**config.mk**
```make
export PLATFORM = sky130hd
export DESIGN_NAME = regfile_stream_flat
export DESIGN_NICKNAME = d
export VERILOG_FILES = /design/src/rtl/regfile_stream_if.sv /design/src/rtl/regfile_stream.sv /design/src/flat_wrapper.sv
export SDC_FILE = /design/constraint.sdc
export NUM_CORES = 1
export LEC_CHECK = 0
export BUFFER_PORTS_ARGS = -buffer_cell sky130_fd_sc_hd__buf_4
export CAP_MARGIN = 20
export CORE_MARGIN = 5
export CORE_UTILIZATION = 50
export CTS_BUF_LIST = sky130_fd_sc_hd__clkbuf_16
export CTS_CLUSTER_DIAMETER = 200
export CTS_CLUSTER_SIZE = 25
export DETAILED_ROUTE_END_ITERATION = 10
export HOLD_SLACK_MARGIN = 0.05
export PLACE_DENSITY = 0.7
export SYNTH_ARGS = -nofsm -noshare
export SYNTH_HDL_FRONTEND = slang
export SYNTH_SLANG_ARGS = --single-unit
```
**constraint.sdc**
```tcl
create_clock -name clk -period 2.5 [get_ports clk]
set_input_delay 0.375 -clock clk [delete_from_list [all_inputs] [get_ports clk]]
set_output_delay 0.375 -clock clk [all_outputs]
set_load 0.05 [all_outputs]
```
**src/rtl/regfile_stream_if.sv**
```systemverilog
// Datapath and dump-stream bus for regfile_stream.
// master: datapath + memory-write sink; slave: the register file itself.
interface regfile_stream_if #(
    parameter int DATA_W = 8,
    parameter int ADDR_W = 4
);
    logic [ADDR_W-1:0] src0;
    logic [ADDR_W-1:0] src1;
    logic [ADDR_W-1:0] dst;
    logic              we;
    logic [DATA_W-1:0] data;
    logic [DATA_W-1:0] outa;
    logic [DATA_W-1:0] outb;
    logic              dump_start;
    logic              dump_busy;
    logic              dump_valid;
    logic              dump_ready;
    logic [ADDR_W-1:0] dump_addr;
    logic [DATA_W-1:0] dump_data;
    logic              dump_last;

    modport master (
        output src0, src1, dst, we, data, dump_start, dump_ready,
        input  outa, outb, dump_busy, dump_valid, dump_addr, dump_data, dump_last
    );

    modport slave (
        input  src0, src1, dst, we, data, dump_start, dump_ready,
        output outa, outb, dump_busy, dump_valid, dump_addr, dump_data, dump_last
    );
endinterface

```
**src/rtl/regfile_stream.sv**
```systemverilog
// Register file: two async read ports, one sync write port, optional
// write-to-read bypass, and a dump engine that streams a contiguous
// (wrapping) window of registers over a valid/ready handshake.
module regfile_stream #(
    parameter int DATA_W     = 8,
    parameter int ADDR_W     = 4,
    parameter int BYPASS     = 1,
    parameter int DUMP_BASE  = 0,
    parameter int DUMP_COUNT = 9
) (
    input logic             clk,
    input logic             rst_n,
    regfile_stream_if.slave bus
);
    localparam int DEPTH = 2 ** ADDR_W;
    localparam logic [ADDR_W-1:0] BASE_ADDR     = ADDR_W'(DUMP_BASE % DEPTH);
    localparam logic [ADDR_W-1:0] LAST_IDX      = ADDR_W'(DUMP_COUNT - 1);
    localparam logic              FIRST_IS_LAST = (DUMP_COUNT == 1);

    typedef enum logic {IDLE, SEND} state_t;

    logic [DATA_W-1:0] regs_q [DEPTH];
    logic [DATA_W-1:0] regs_d [DEPTH];

    state_t            state_q, state_d;
    logic [ADDR_W-1:0] idx_q, idx_d;
    logic [ADDR_W-1:0] dump_addr_q, dump_addr_d;
    logic [DATA_W-1:0] dump_data_q, dump_data_d;
    logic              dump_last_q, dump_last_d;
    logic [ADDR_W-1:0] next_addr;

    // Next register contents: the single write port
    always_comb begin
        regs_d = regs_q;
        if (bus.we) begin
            regs_d[bus.dst] = bus.data;
        end
    end

    // Register array storage, cleared by reset
    always_ff @(posedge clk) begin
        if (!rst_n) begin
            for (int unsigned k = 0; k < DEPTH; k++) begin
                regs_q[k] <= '0;
            end
        end else begin
            regs_q <= regs_d;
        end
    end

    // Asynchronous read ports with optional same-cycle write forwarding
    always_comb begin
        bus.outa = regs_q[bus.src0];
        bus.outb = regs_q[bus.src1];
        if (BYPASS != 0 && bus.we && bus.src0 == bus.dst) begin
            bus.outa = bus.data;
        end
        if (BYPASS != 0 && bus.we && bus.src1 == bus.dst) begin
            bus.outb = bus.data;
        end
    end

    assign next_addr = dump_addr_q + ADDR_W'(1);

    // Dump FSM next-state: beats are loaded from regs_d so a write landing
    // on the load edge is captured; a stalled beat is a held snapshot.
    always_comb begin
        state_d     = state_q;
        idx_d       = idx_q;
        dump_addr_d = dump_addr_q;
        dump_data_d = dump_data_q;
        dump_last_d = dump_last_q;
        case (state_q)
            IDLE: begin
                if (bus.dump_start) begin
                    state_d     = SEND;
                    idx_d       = '0;
                    dump_addr_d = BASE_ADDR;
                    dump_data_d = regs_d[BASE_ADDR];
                    dump_last_d = FIRST_IS_LAST;
                end
            end
            SEND: begin
                if (bus.dump_ready) begin
                    if (dump_last_q) begin
                        state_d     = IDLE;
                        dump_last_d = 1'b0;
                    end else begin
                        idx_d       = idx_q + ADDR_W'(1);
                        dump_addr_d = next_addr;
                        dump_data_d = regs_d[next_addr];
                        dump_last_d = (idx_q + ADDR_W'(1) == LAST_IDX);
                    end
                end
            end
            default: state_d = IDLE;
        endcase
    end

    // Dump FSM state and beat registers
    always_ff @(posedge clk) begin
        if (!rst_n) begin
            state_q     <= IDLE;
            idx_q       <= '0;
            dump_addr_q <= '0;
            dump_data_q <= '0;
            dump_last_q <= 1'b0;
        end else begin
            state_q     <= state_d;
            idx_q       <= idx_d;
            dump_addr_q <= dump_addr_d;
            dump_data_q <= dump_data_d;
            dump_last_q <= dump_last_d;
        end
    end

    assign bus.dump_busy  = (state_q == SEND);
    assign bus.dump_valid = (state_q == SEND);
    assign bus.dump_addr  = dump_addr_q;
    assign bus.dump_data  = dump_data_q;
    assign bus.dump_last  = dump_last_q;
endmodule

```
**src/flat_wrapper.sv**
```systemverilog
// flat-port wrapper written by rule: the top's interface ports become plain ports
module regfile_stream_flat 
#(
    parameter int DATA_W     = 8,
    parameter int ADDR_W     = 4,
    parameter int BYPASS     = 1,
    parameter int DUMP_BASE  = 0,
    parameter int DUMP_COUNT = 9
)
  (clk, rst_n, bus_src0, bus_src1, bus_dst, bus_we, bus_data, bus_dump_start, bus_dump_ready, bus_outa, bus_outb, bus_dump_busy, bus_dump_valid, bus_dump_addr, bus_dump_data, bus_dump_last);
  regfile_stream_if #(.DATA_W(DATA_W), .ADDR_W(ADDR_W)) bus_i ();
  input logic clk;
  input logic rst_n;
  input wire logic [$bits(bus_i.src0)-1:0] bus_src0;
  input wire logic [$bits(bus_i.src1)-1:0] bus_src1;
  input wire logic [$bits(bus_i.dst)-1:0] bus_dst;
  input wire logic [$bits(bus_i.we)-1:0] bus_we;
  input wire logic [$bits(bus_i.data)-1:0] bus_data;
  input wire logic [$bits(bus_i.dump_start)-1:0] bus_dump_start;
  input wire logic [$bits(bus_i.dump_ready)-1:0] bus_dump_ready;
  output wire logic [$bits(bus_i.outa)-1:0] bus_outa;
  output wire logic [$bits(bus_i.outb)-1:0] bus_outb;
  output wire logic [$bits(bus_i.dump_busy)-1:0] bus_dump_busy;
  output wire logic [$bits(bus_i.dump_valid)-1:0] bus_dump_valid;
  output wire logic [$bits(bus_i.dump_addr)-1:0] bus_dump_addr;
  output wire logic [$bits(bus_i.dump_data)-1:0] bus_dump_data;
  output wire logic [$bits(bus_i.dump_last)-1:0] bus_dump_last;
  assign bus_i.src0 = bus_src0;
  assign bus_i.src1 = bus_src1;
  assign bus_i.dst = bus_dst;
  assign bus_i.we = bus_we;
  assign bus_i.data = bus_data;
  assign bus_i.dump_start = bus_dump_start;
  assign bus_i.dump_ready = bus_dump_ready;
  assign bus_outa = bus_i.outa;
  assign bus_outb = bus_i.outb;
  assign bus_dump_busy = bus_i.dump_busy;
  assign bus_dump_valid = bus_i.dump_valid;
  assign bus_dump_addr = bus_i.dump_addr;
  assign bus_dump_data = bus_i.dump_data;
  assign bus_dump_last = bus_i.dump_last;
  regfile_stream #(.DATA_W(DATA_W), .ADDR_W(ADDR_W), .BYPASS(BYPASS), .DUMP_BASE(DUMP_BASE), .DUMP_COUNT(DUMP_COUNT)) u_core (.clk(clk), .rst_n(rst_n), .bus(bus_i));
endmodule
```
==> impl_summary.log, run 1 <==
[metrics] floorplan die area: 21760 µm²
[metrics] flip-flop and latch count after synthesis: 146
[metrics] slowest stage delay, CP: 0.54 ns
[metrics] DRT met1 WL: 12740 µm
[metrics] share of synthesized cell area in full adder, half adder and majority cells: 0.003970
[metrics] remaining design rule violation count: 0
[metrics] critical-path maximum fanout: 3
[metrics] antenna cells: 0
[metrics] clock root cell: sky130_fd_sc_hd__clkbuf_16
[metrics] Syn Std Cell Area: 9455 µm²
[metrics] final worst-path setup slack: -0.1290 ns
[metrics] XOR/XNOR share of the synthesized area: 0.01297
[metrics] HPWL after DPL: 24010 µm
[metrics] Clock power frac: 0.429
[metrics] share of flip-flops with an asynchronous set or reset: 0
[metrics] remaining global-route overflow: 0
[metrics] share of total power in combinational logic: 0.155
[metrics] cell type of the slowest stage on the worst timing path: sky130_fd_sc_hd__mux4_2
[metrics] Setup Viol. Count Final: 15
[metrics] final weighted congestion in routability-driven placement: 1.004
[metrics] average instance area after synthesis: 9.974 µm²
[metrics] reg2reg start: u_core.bus.dump_addr[2]
[metrics] compound-gate portion of the synthesized area: 0.1534
[metrics] detailed-route wire length: 33650 µm
[metrics] dominant cell by count in the synthesized netlist: sky130_fd_sc_hd__dfxtp_1
[metrics] buffer depth of the longest clock path: 2
[metrics] count of clock tree sinks: 146
[metrics] amount of wire on met2 after detailed routing: 15150 µm
[metrics] starting density of the core: 0.5072
[metrics] hold path start: bus_dump_ready
[metrics] Hold Crit Class: input pin to register
[metrics] clock latency on the worst-skew pair: 0.44 ns
[metrics] post-layout min period: 2.629 ns
[metrics] total count of max-transition violations in the final report: 0
[metrics] fin nets: 1053
[metrics] maximum vdd ir drop: 0.3450 mV
[metrics] Int Pwr: 4.083 mW
[metrics] leading cell types by count after synthesis: 146 x sky130_fd_sc_hd__dfxtp_1, 98 x sky130_fd_sc_hd__nor2b_1, 80 x sky130_fd_sc_hd__mux4_2
[metrics] number of antenna violations at the first check in global routing: 1
[metrics] total power: 5.789 mW
[metrics] Most used DFF post-synth: sky130_fd_sc_hd__dfxtp_1
[metrics] vias after detailed routing: 8630
[metrics] simple-gate portion of the synthesized area: 0.1776
[metrics] largest area contributor in the netlist: sky130_fd_sc_hd__dfxtp_1
[metrics] 1st-iter DRT viols: 1210
[metrics] achievable clock frequency: 380.4 MHz
[metrics] Post-DRT Antenna Nets: 0
[metrics] yosys warns: 0
[metrics] cell row count: 50
[metrics] clock tree from TritonCTS: built
[metrics] CP required: 2.12 ns
[metrics] mux share of post-synthesis cell area: 0.2968
[metrics] switching share of power: 0.2946
[metrics] timing startpoint of the critical path: u_core.regs_q[0]
[metrics] share of final-layout standard cells stronger than drive strength 1: 0.3304
[metrics] number of max-cap violations: 0
[metrics] Final Hold Vio Count: 0
[metrics] sum of negative setup slack: -0.7901 ns
[metrics] slew margin rel.: 0.6125
[metrics] combinational family with the most area after synthesis: multiplexers
[metrics] Boundary Pins: 56
[metrics] number of CTS-inserted buffers: 17
[metrics] Static Leakage: 4.426 nW
[metrics] kind of capture point of the worst setup path: primary output
[metrics] Chip Width: 147.5 µm
[metrics] portion of total power attributed to sequential cells: 0.416
[metrics] number of nets produced by synthesis: 976
[metrics] clock-pin slew on the worst setup and hold paths: 0.07 ns
[metrics] worst path cell trace: mux4_2, mux4_2, mux2_4, buf_6
[metrics] die outline height: 147.5 µm
[metrics] net switching power figure: 1.705 mW
[metrics] number of distinct library cells after synthesis: 54
[metrics] Avg WL per Cell: 26.45 µm
[metrics] number of instances in the synthesized netlist: 948
[metrics] final setup skew: 0.006208 ns
[metrics] post-synthesis sequential area ratio: 0.3091
[metrics] status: finished with violations
[metrics] Pre-antenna DRT Iters: 6
[metrics] critical path start-end classification: register to primary output
[metrics] power density relative to cell area: 510.6 nW/µm²
[metrics] fraction of post-synthesis cell area in the top cell type by area: 0.3091
[metrics] maximum number of pins on one net before global-route repair: 97
[metrics] Least-Margin Pin Slew: 0.5793 ns
[metrics] startpoint types: register
[metrics] number of synthesized flops with an enable pin: 0
[metrics] vias in the first global route: 8299
[metrics] synth top area cells: sky130_fd_sc_hd__dfxtp_1 31%, sky130_fd_sc_hd__mux4_2 19%, sky130_fd_sc_hd__mux2i_1 8.4%
[metrics] fraction of the cycle the final worst path needs: 1.052
[metrics] first-pass GRT wire length: 51010 µm
[metrics] cell occurring most often along the worst timing path: sky130_fd_sc_hd__mux4_2
[metrics] total routing usage reported by global routing: 0.3095
[metrics] violations in the final reports: setup timing
[metrics] endpoint arrival time on the critical path: 2.25 ns
[metrics] met3 WL post-DR: 4323 µm
[metrics] # H-tree levels: 4
[metrics] top metal layer carrying routed signals: met5
[metrics] area added between synthesis and finish: 19.90%
[metrics] Port Buf Inserts: 55
[metrics] placeable core area: 18640 µm²
[metrics] average vias per placed instance: 6.785
[metrics] RSZ-0062 raised after global routing: yes
[flip-flops by register name, indices dropped and copies added, names as in the netlist]
register,count
u_core.bus.dump_busy,1
u_core.regs_q,128
u_core.bus.dump_data,8
u_core.bus.dump_addr,4
u_core.idx_q,4
u_core.bus.dump_last,1
[area by class of cell]
type / count / area [µm²]
Tap cell: 234 / 292.8
Fill cell: 1556 / 7306
Multi-Input combinational cell: 705 / 6153
Clock buffer: 18 / 450.4
Timing Repair Buffer: 151 / 1320
Sequential cell: 146 / 2985
Inverter: 4 / 15.01
Clock inverter: 14 / 120.1
[path summary, 6_finish.rpt]
kind | slack (ns) | depth (start not counted) | end
min | 0.14 | 2 | u_core.bus.dump_busy
max | -0.13 | 4 | bus_outa[0]
min reg2reg | 0.49 | 2 | u_core.regs_q[2]
max reg2reg | 0.10 | 6 | u_core.bus.dump_data[5]
[critical path: cells and delay by family (launching register included)]
| kind | cells | cell delay, ns |
|---|---|---|
| muxes | 3 | 1.32 |
| DFF | 1 | 0.34 |
| buffers and inverters | 1 | 0.15 |
[layout by cell type (no fill, tap or decap), types with 17 or more instances in the layout]
cell                        count
sky130_fd_sc_hd__mux4_2        80
sky130_fd_sc_hd__nand2_1       68
sky130_fd_sc_hd__o21ai_0       25
sky130_fd_sc_hd__mux2i_1       79
sky130_fd_sc_hd__nor2b_1       98
sky130_fd_sc_hd__buf_4        126
sky130_fd_sc_hd__dfxtp_1      102
sky130_fd_sc_hd__a21boi_0      39
sky130_fd_sc_hd__dfxtp_2       41
sky130_fd_sc_hd__a211oi_1      62
sky130_fd_sc_hd__nor2_1        18
sky130_fd_sc_hd__clkbuf_16     18
sky130_fd_sc_hd__and3_1        29
sky130_fd_sc_hd__nand3_1       17
sky130_fd_sc_hd__nor3_1        31
sky130_fd_sc_hd__a21oi_1       18
[repair_timing]
action	CTS	global route
endpoints found under the setup margin	15	19
pin swaps	0	0
setup buffers	5	0
hold buffers	0	0
gates resized for setup	57	24
gates cloned	1	0
[metrics by stage]
step           setup WS, ns  cells  area, µm²  hold WS [ns]    util
6_report            -0.1290   1272      11340        0.1439  0.6081
5_1_grt             -0.1415   1272      11340        0.1409  0.6081
4_1_cts             -0.1012   1272      11290        0.1407  0.6057
3_5_place_dp       -0.05191   1234      10520        0.4959  0.5642
3_3_place_gp       -0.04352   1234      10520        0.4900  0.5642
2_1_floorplan       0.01337    948       9487        0.4639       -
[cell families (layout without fill, tap and decap cells)]
family	after synthesis	in the layout
and+or+nand+nor	303	303
AOI/OAI and AO/OA	207	207
muxes	178	178
DFF	146	146
buffers and inverters	97	187
xor gates and xnor gates	14	14
adders and majority gates	3	3
[per-layer routing]
metal	vias up	track usage
met5	-	0
li1	3734	-
met3	118	0.09411
met4	2	0.1417
met1	4160	0.4094
met2	616	0.4673
[power by group through the flow]
stage               clock network, mW  registers, mW  logic (mW)
floorplan                           0           2.48       0.519
global route                     2.63           2.41       0.938
CTS                              2.50           2.40       0.874
detailed placement                  0           2.46       0.850
finish                           2.49           2.41       0.895
global placement                    0           2.46       0.844
Note: power is estimated with default switching activity, not from simulation.
==> inputs of run 2 (changes only) <==
--- a/config.mk
+++ b/config.mk
@@ -7,12 +7,13 @@
 export LEC_CHECK = 0
 export BUFFER_PORTS_ARGS = -buffer_cell sky130_fd_sc_hd__buf_4
 export CAP_MARGIN = 20
-export CORE_MARGIN = 5
+export CORE_MARGIN = 10
 export CORE_UTILIZATION = 50
 export CTS_BUF_LIST = sky130_fd_sc_hd__clkbuf_16
 export CTS_CLUSTER_DIAMETER = 200
 export CTS_CLUSTER_SIZE = 25
 export DETAILED_ROUTE_END_ITERATION = 10
+export GPL_TIMING_DRIVEN = 0
 export HOLD_SLACK_MARGIN = 0.05
 export PLACE_DENSITY = 0.7
 export SYNTH_ARGS = -nofsm -noshare
==> run 2 against run 1 <==
  * The flow still finishes with violations (setup timing)
  * Power increased by 2.7%
  * Combinational power increased by 5.5%
  * Clock power increased by 4%
  * Sequential power about the same
  * Wire length increased by 9.1%
  * Register-to-register slack about the same
  * Clock-buffer cell count decreased by 1
  * Clock skew increased by 0.0015 ns
  * Highest routed layer unchanged
==> impl_summary.log, run 2 (synthesis results as in run 1) <==
[metrics] status: finished with violations
[metrics] violations in the final reports: setup timing
[metrics] critical path start-end classification: register to primary output
[metrics] area added between synthesis and finish: 18.29%
[metrics] maximum vdd ir drop: 0.3941 mV
[metrics] power density relative to cell area: 531.5 nW/µm²
[metrics] buffer depth of the longest clock path: 2
[metrics] most frequent cells in the layout: 126 x sky130_fd_sc_hd__dfxtp_1, 98 x sky130_fd_sc_hd__nor2b_1, 80 x sky130_fd_sc_hd__mux4_2, 76 x sky130_fd_sc_hd__mux2i_1, 69 x sky130_fd_sc_hd__nand2_1
[metrics] placed cell count: 1227
[metrics] Avg WL per Cell: 28.96 µm
[metrics] count of clock tree sinks: 146
[metrics] final worst-path setup slack: -0.1375 ns
[metrics] leading cell type in the layout, fill and taps excluded: sky130_fd_sc_hd__dfxtp_1
[metrics] sum of negative setup slack: -1.558 ns
[metrics] clock tree from TritonCTS: built
[metrics] Hold Path Cell Cnt: 2
[metrics] core occupancy in the finished layout: 0.5999
[metrics] Pre-antenna DRT Iters: 7
[metrics] cell occurring most often along the worst timing path: sky130_fd_sc_hd__mux4_2
[metrics] total power: 5.944 mW
[metrics] remaining design rule violation count: 0
[metrics] number of antenna violations at the first check in global routing: 1
[metrics] Final Hold Vio Count: 0
[metrics] slowest stage delay, CP: 0.53 ns
[metrics] clock latency on the worst-skew pair: 0.44 ns
[metrics] number of flip-flops in the largest register: 128
[metrics] Chip Width: 157.5 µm
[metrics] Post-DRT Antenna Nets: 0
[metrics] Setup Viol. Count Final: 15
[metrics] register bank with the most flops: u_core.regs_q
[metrics] vias in the first global route: 8473
[metrics] total routing usage reported by global routing: 0.2929
[metrics] slew margin rel.: 0.3875
[metrics] average vias per placed instance: 6.867
[metrics] vias after detailed routing: 8707
[metrics] Port Buf Inserts: 44
[metrics] maximum number of pins on one net before global-route repair: 17
[metrics] placeable core area: 18640 µm²
[metrics] cell row count: 50
[metrics] clock root cell: sky130_fd_sc_hd__clkbuf_16
[metrics] startpoint types: register
[metrics] Hold Crit Class: input pin to register
[metrics] cell type group with the largest total delay on the critical path: multiplexers
[metrics] # H-tree levels: 4
[metrics] achievable clock frequency: 379.1 MHz
[metrics] total count of max-transition violations in the final report: 0
[metrics] floorplan die area: 24810 µm²
[metrics] first-pass GRT wire length: 53280 µm
[metrics] Static Leakage: 4.261 nW
[metrics] 1st-iter DRT viols: 1227
[metrics] number of CTS-inserted buffers: 17
[metrics] cell type of the slowest stage on the worst timing path: sky130_fd_sc_hd__mux4_2
[metrics] number of max-cap violations: 0
[metrics] fin nets: 1050
[metrics] Boundary Pins: 56
[metrics] placement-stage cell area: 10120 µm²
[metrics] final weighted congestion in routability-driven placement: 1.045
[metrics] Fillers: 1604
[metrics] antenna cells: 0
[metrics] number of cells on the critical path: 4
[metrics] kind of capture point of the worst setup path: primary output
[metrics] detailed-route wire length: 36720 µm
[metrics] cell count of the worst reg-to-reg path: 7
[metrics] post-layout min period: 2.637 ns
[metrics] CP required: 2.12 ns
[metrics] RSZ-0062 raised after global routing: yes
[metrics] critical-path maximum fanout: 3
[metrics] share of final-layout standard cells stronger than drive strength 1: 0.2602
[metrics] post-place setup slack: -0.8825 ns
[metrics] hold-fix buffer count after cts: 0
[metrics] final setup skew: 0.007671 ns
[metrics] endpoint arrival time on the critical path: 2.26 ns
[metrics] Least-Margin Pin Slew: 0.9154 ns
[metrics] HPWL after DPL: 27570 µm
[metrics] hold slack final: 0.1446 ns
[metrics] final instance count without filler cells: 1268
[metrics] remaining global-route overflow: 0
[metrics] worst path cell trace: mux4_2, mux4_2, mux2_4, buf_8
[metrics] clock-pin slew on the worst setup and hold paths: 0.06 ns
[metrics] buffering stage count on the worst path with inverters included: 1
[metrics] fraction of the cycle the final worst path needs: 1.055
[metrics] die outline height: 157.5 µm
[metrics] starting density of the core: 0.5072
[metrics] design area: 11180 µm²
==> run 2: area by class of cell <==
type | count | area [µm²] | area share
Tap cell | 234 | 292.8 | 0.02618
Multi-Input combinational cell | 705 | 6218 | 0.5560
Buffer | 93 | 601.8 | 0.05381
Inverter | 4 | 15.01 | 0.001342
Timing Repair Buffer | 55 | 531.8 | 0.04754
Clock buffer | 17 | 425.4 | 0.03804
Clock inverter | 14 | 148.9 | 0.01331
Sequential cell | 146 | 2950 | 0.2638
==> run 2: layer usage <==
metal / wire length [µm] / global-route usage / vias up
met1: 13940 / 0.3776 / 4197
met3: 5086 / 0.1032 / 112
met2: 16410 / 0.4397 / 676
li1: - / - / 3720
met4: 1270 / 0.1144 / 2
met5: 13 / 0 / -
==> run 2: power by group <==
group	leakage [nW]	total [mW]	internal (mW)	switching (mW)
clock network	0.286	2.60	1.54	1.05
logic	2.78	0.944	0.347	0.598
registers	1.19	2.40	2.37	0.0377
==> run 2: repair_timing <==
| action | CTS | global route |
|---|---|---|
| setup endpoints to repair | 24 | 24 |
| resized for setup | 96 | 36 |
| cloned | 1 | 0 |
| buffers inserted | 9 | 0 |
| pin swaps | 1 | 0 |
==> run 2: worst register-to-register path: stages, from the launching register on <==
cell and delay [ns]:
sky130_fd_sc_hd__dfxtp_1 0.33, sky130_fd_sc_hd__clkbuf_1 0.25, sky130_fd_sc_hd__nand3_1 0.29, sky130_fd_sc_hd__xor2_2 0.27
sky130_fd_sc_hd__nand2_1 0.36, sky130_fd_sc_hd__a211o_1 0.23, sky130_fd_sc_hd__o221ai_1 0.14, sky130_fd_sc_hd__o41a_1 0.43
==> run 2: worst paths after layout <==
kind	from	endpoint	slack, ns
max	u_core.regs_q[5]	bus_outa[5]	-0.14
min reg2reg	u_core.regs_q[3]	u_core.regs_q[3]	0.50
max reg2reg	u_core.bus.dump_addr[2]	u_core.bus.dump_data[6]	0.10
min	bus_dump_ready	u_core.bus.dump_busy	0.14
==> inputs of run 3 (changes only) <==
--- a/config.mk
+++ b/config.mk
@@ -15,7 +15,7 @@
 export DETAILED_ROUTE_END_ITERATION = 10
 export GPL_TIMING_DRIVEN = 0
 export HOLD_SLACK_MARGIN = 0.05
-export PLACE_DENSITY = 0.7
+export PLACE_DENSITY = 0.68
 export SYNTH_ARGS = -nofsm -noshare
 export SYNTH_HDL_FRONTEND = slang
 export SYNTH_SLANG_ARGS = --single-unit
==> constraint.sdc (replaced) <==
create_clock -name clk -period 3.37 [get_ports clk]
set_input_delay 0.5055 -clock clk [delete_from_list [all_inputs] [get_ports clk]]
set_output_delay 0.5055 -clock clk [all_outputs]
set_load 0.05 [all_outputs]
==> run 3 against run 2 <==
  * The run now ends clean
  * Clock power down 15%
  * Clock-buffer cell count unchanged
  * Clock skew down 0.0019 ns
  * First-iteration DRC count up 15%
  * Core utilization down 2.2 points
  * Die area unchanged
  * Hold slack better by 0.12 ns
  * Power down 22%
  * Largest power group unchanged
  * Highest routed layer unchanged
==> impl_summary.log, run 3 (synthesis results as in run 1) <==
[metrics] status: completed
[metrics] Fillers: 1675
[metrics] HPWL after DPL: 27790 µm
[metrics] total power: 4.643 mW
[metrics] peak-usage layer in the global routing report: met2
[metrics] buffer depth of the longest clock path: 2
[metrics] Post-DRT Antenna Nets: 0
[metrics] number of resized instances in the post-cts repair step: 8
[metrics] final weighted congestion in routability-driven placement: 1.035
[metrics] Chip Width: 157.5 µm
[metrics] detailed-route wire length: 36840 µm
[metrics] CP required: 2.86 ns
[metrics] slew margin rel.: 0.2219
[metrics] startpoint types: input pin
[metrics] Global Route met3 Usage: 0.07806
[metrics] achievable clock frequency: 301.3 MHz
[metrics] Hold Crit Class: input pin to register
[metrics] Setup Buffers After CTS: 0
[metrics] Final Hold Vio Count: 0
[metrics] share of final-layout standard cells stronger than drive strength 1: 0.2148
[metrics] area added between synthesis and finish: 14.01%
[metrics] power density relative to cell area: 430.7 nW/µm²
[metrics] antenna cells: 0
[metrics] placeable core area: 18640 µm²
[metrics] clock latency on the worst-skew pair: 0.44 ns
[metrics] number of flip-flops in the largest register: 128
[metrics] clock tree from TritonCTS: built
[metrics] Least-Margin Pin Slew: 1.135 ns
[metrics] clock-pin slew on the worst setup and hold paths: 0.07 ns
[metrics] # H-tree levels: 4
[metrics] most frequent cells in the layout: 146 x sky130_fd_sc_hd__dfxtp_1, 98 x sky130_fd_sc_hd__nor2b_1, 80 x sky130_fd_sc_hd__mux4_2, 79 x sky130_fd_sc_hd__mux2i_1, 70 x sky130_fd_sc_hd__nand2_1
[metrics] number of CTS-inserted buffers: 17
[metrics] post-place setup slack: -0.5533 ns
[metrics] vias after detailed routing: 8615
[metrics] number of antenna violations at the first check in global routing: 1
[metrics] die outline height: 157.5 µm
[metrics] final setup skew: 0.005770 ns
[metrics] floorplan die area: 24810 µm²
[metrics] number of max-cap violations: 0
[metrics] Avg WL per Cell: 29.29 µm
[metrics] total routing usage reported by global routing: 0.2958
[metrics] met1 track utilization from global routing: 0.3991
[metrics] leading cell type in the layout, fill and taps excluded: sky130_fd_sc_hd__dfxtp_1
[metrics] 1st-iter DRT viols: 1412
[metrics] Setup Viol. Count Final: 0
[metrics] critical path start-end classification: input pin to primary output
[metrics] total count of max-transition violations in the final report: 0
[metrics] hold slack final: 0.2682 ns
[metrics] post-layout min period: 3.319 ns
[metrics] clock root cell: sky130_fd_sc_hd__clkbuf_16
[metrics] kind of capture point of the worst setup path: primary output
[metrics] starting density of the core: 0.5072
[metrics] first-pass GRT wire length: 53630 µm
[metrics] RSZ-0062 raised after global routing: no
[metrics] endpoint arrival time on the critical path: 2.81 ns
[metrics] core occupancy in the finished layout: 0.5783
[metrics] cell row count: 50
[metrics] Pre-antenna DRT Iters: 5
[metrics] met2 global-route usage: 0.4407
[metrics] remaining global-route overflow: 0
[metrics] Static Leakage: 4.099 nW
[metrics] critical-path maximum fanout: 10
[metrics] count of clock tree sinks: 146
[metrics] fin nets: 1040
[metrics] maximum vdd ir drop: 0.2929 mV
[metrics] hold-fix buffer count after cts: 0
[metrics] Port Buf Inserts: 44
[metrics] Boundary Pins: 56
[metrics] sum of negative setup slack: 0 ns
[metrics] final worst-path setup slack: 0.05061 ns
[metrics] vias in the first global route: 8360
[metrics] remaining design rule violation count: 0
[metrics] fraction of the cycle the final worst path needs: 0.9850
[metrics] maximum number of pins on one net before global-route repair: 17
[metrics] average vias per placed instance: 6.848
[metrics] register bank with the most flops: u_core.regs_q
## run 3: per-layer routing
layer  vias to the layer above  wire (µm)
li1                       3685          -
met1                      4165      14660
met2                       650      16170
met3                       113       4682
met4                         2       1316
met5                         -         13
## run 3: layout make-up
type	count	area (µm²)	area share
multi-input cells	705	6105	0.5663
flip-flops and latches	146	2923	0.2711
plain buffers	92	436.7	0.04051
clock buffers	17	425.4	0.03946
repair buffers	46	345.3	0.03203
well taps	234	292.8	0.02716
clock inverters	14	237.7	0.02205
inverters	4	15.01	0.001393
## run 3: power by group
part,switching [mW],internal [mW]
Sequential,0.0273,1.76
Clock,0.820,1.39
Combinational,0.436,0.218
Total,1.28,3.36
## run 3: worst max-delay path, stage by stage
cell and delay, ns:
sky130_fd_sc_hd__buf_2 0.23, sky130_fd_sc_hd__buf_2 0.47, sky130_fd_sc_hd__mux4_2 0.63, sky130_fd_sc_hd__mux4_2 0.49
sky130_fd_sc_hd__mux2_2 0.29, sky130_fd_sc_hd__buf_4 0.19
## run 3: worst paths after layout
kind	to	cells past startpoint	from	slack [ns]
worst min register to register	u_core.bus.dump_busy	1	u_core.bus.dump_last	0.50
worst min-delay path	u_core.bus.dump_busy	2	bus_dump_ready	0.27
worst max-delay path	bus_outb[7]	6	bus_src1[0]	0.05
worst max register to register	u_core.bus.dump_data[6]	8	u_core.bus.dump_addr[0]	0.33
## run 3: stage by stage
stage,cells,instance area [µm²]
after CTS,1258,10780
after global placement,1226,10080
after floorplan,948,9455
after global routing,1258,10780
after detailed placement,1228,10090
final,1258,10780
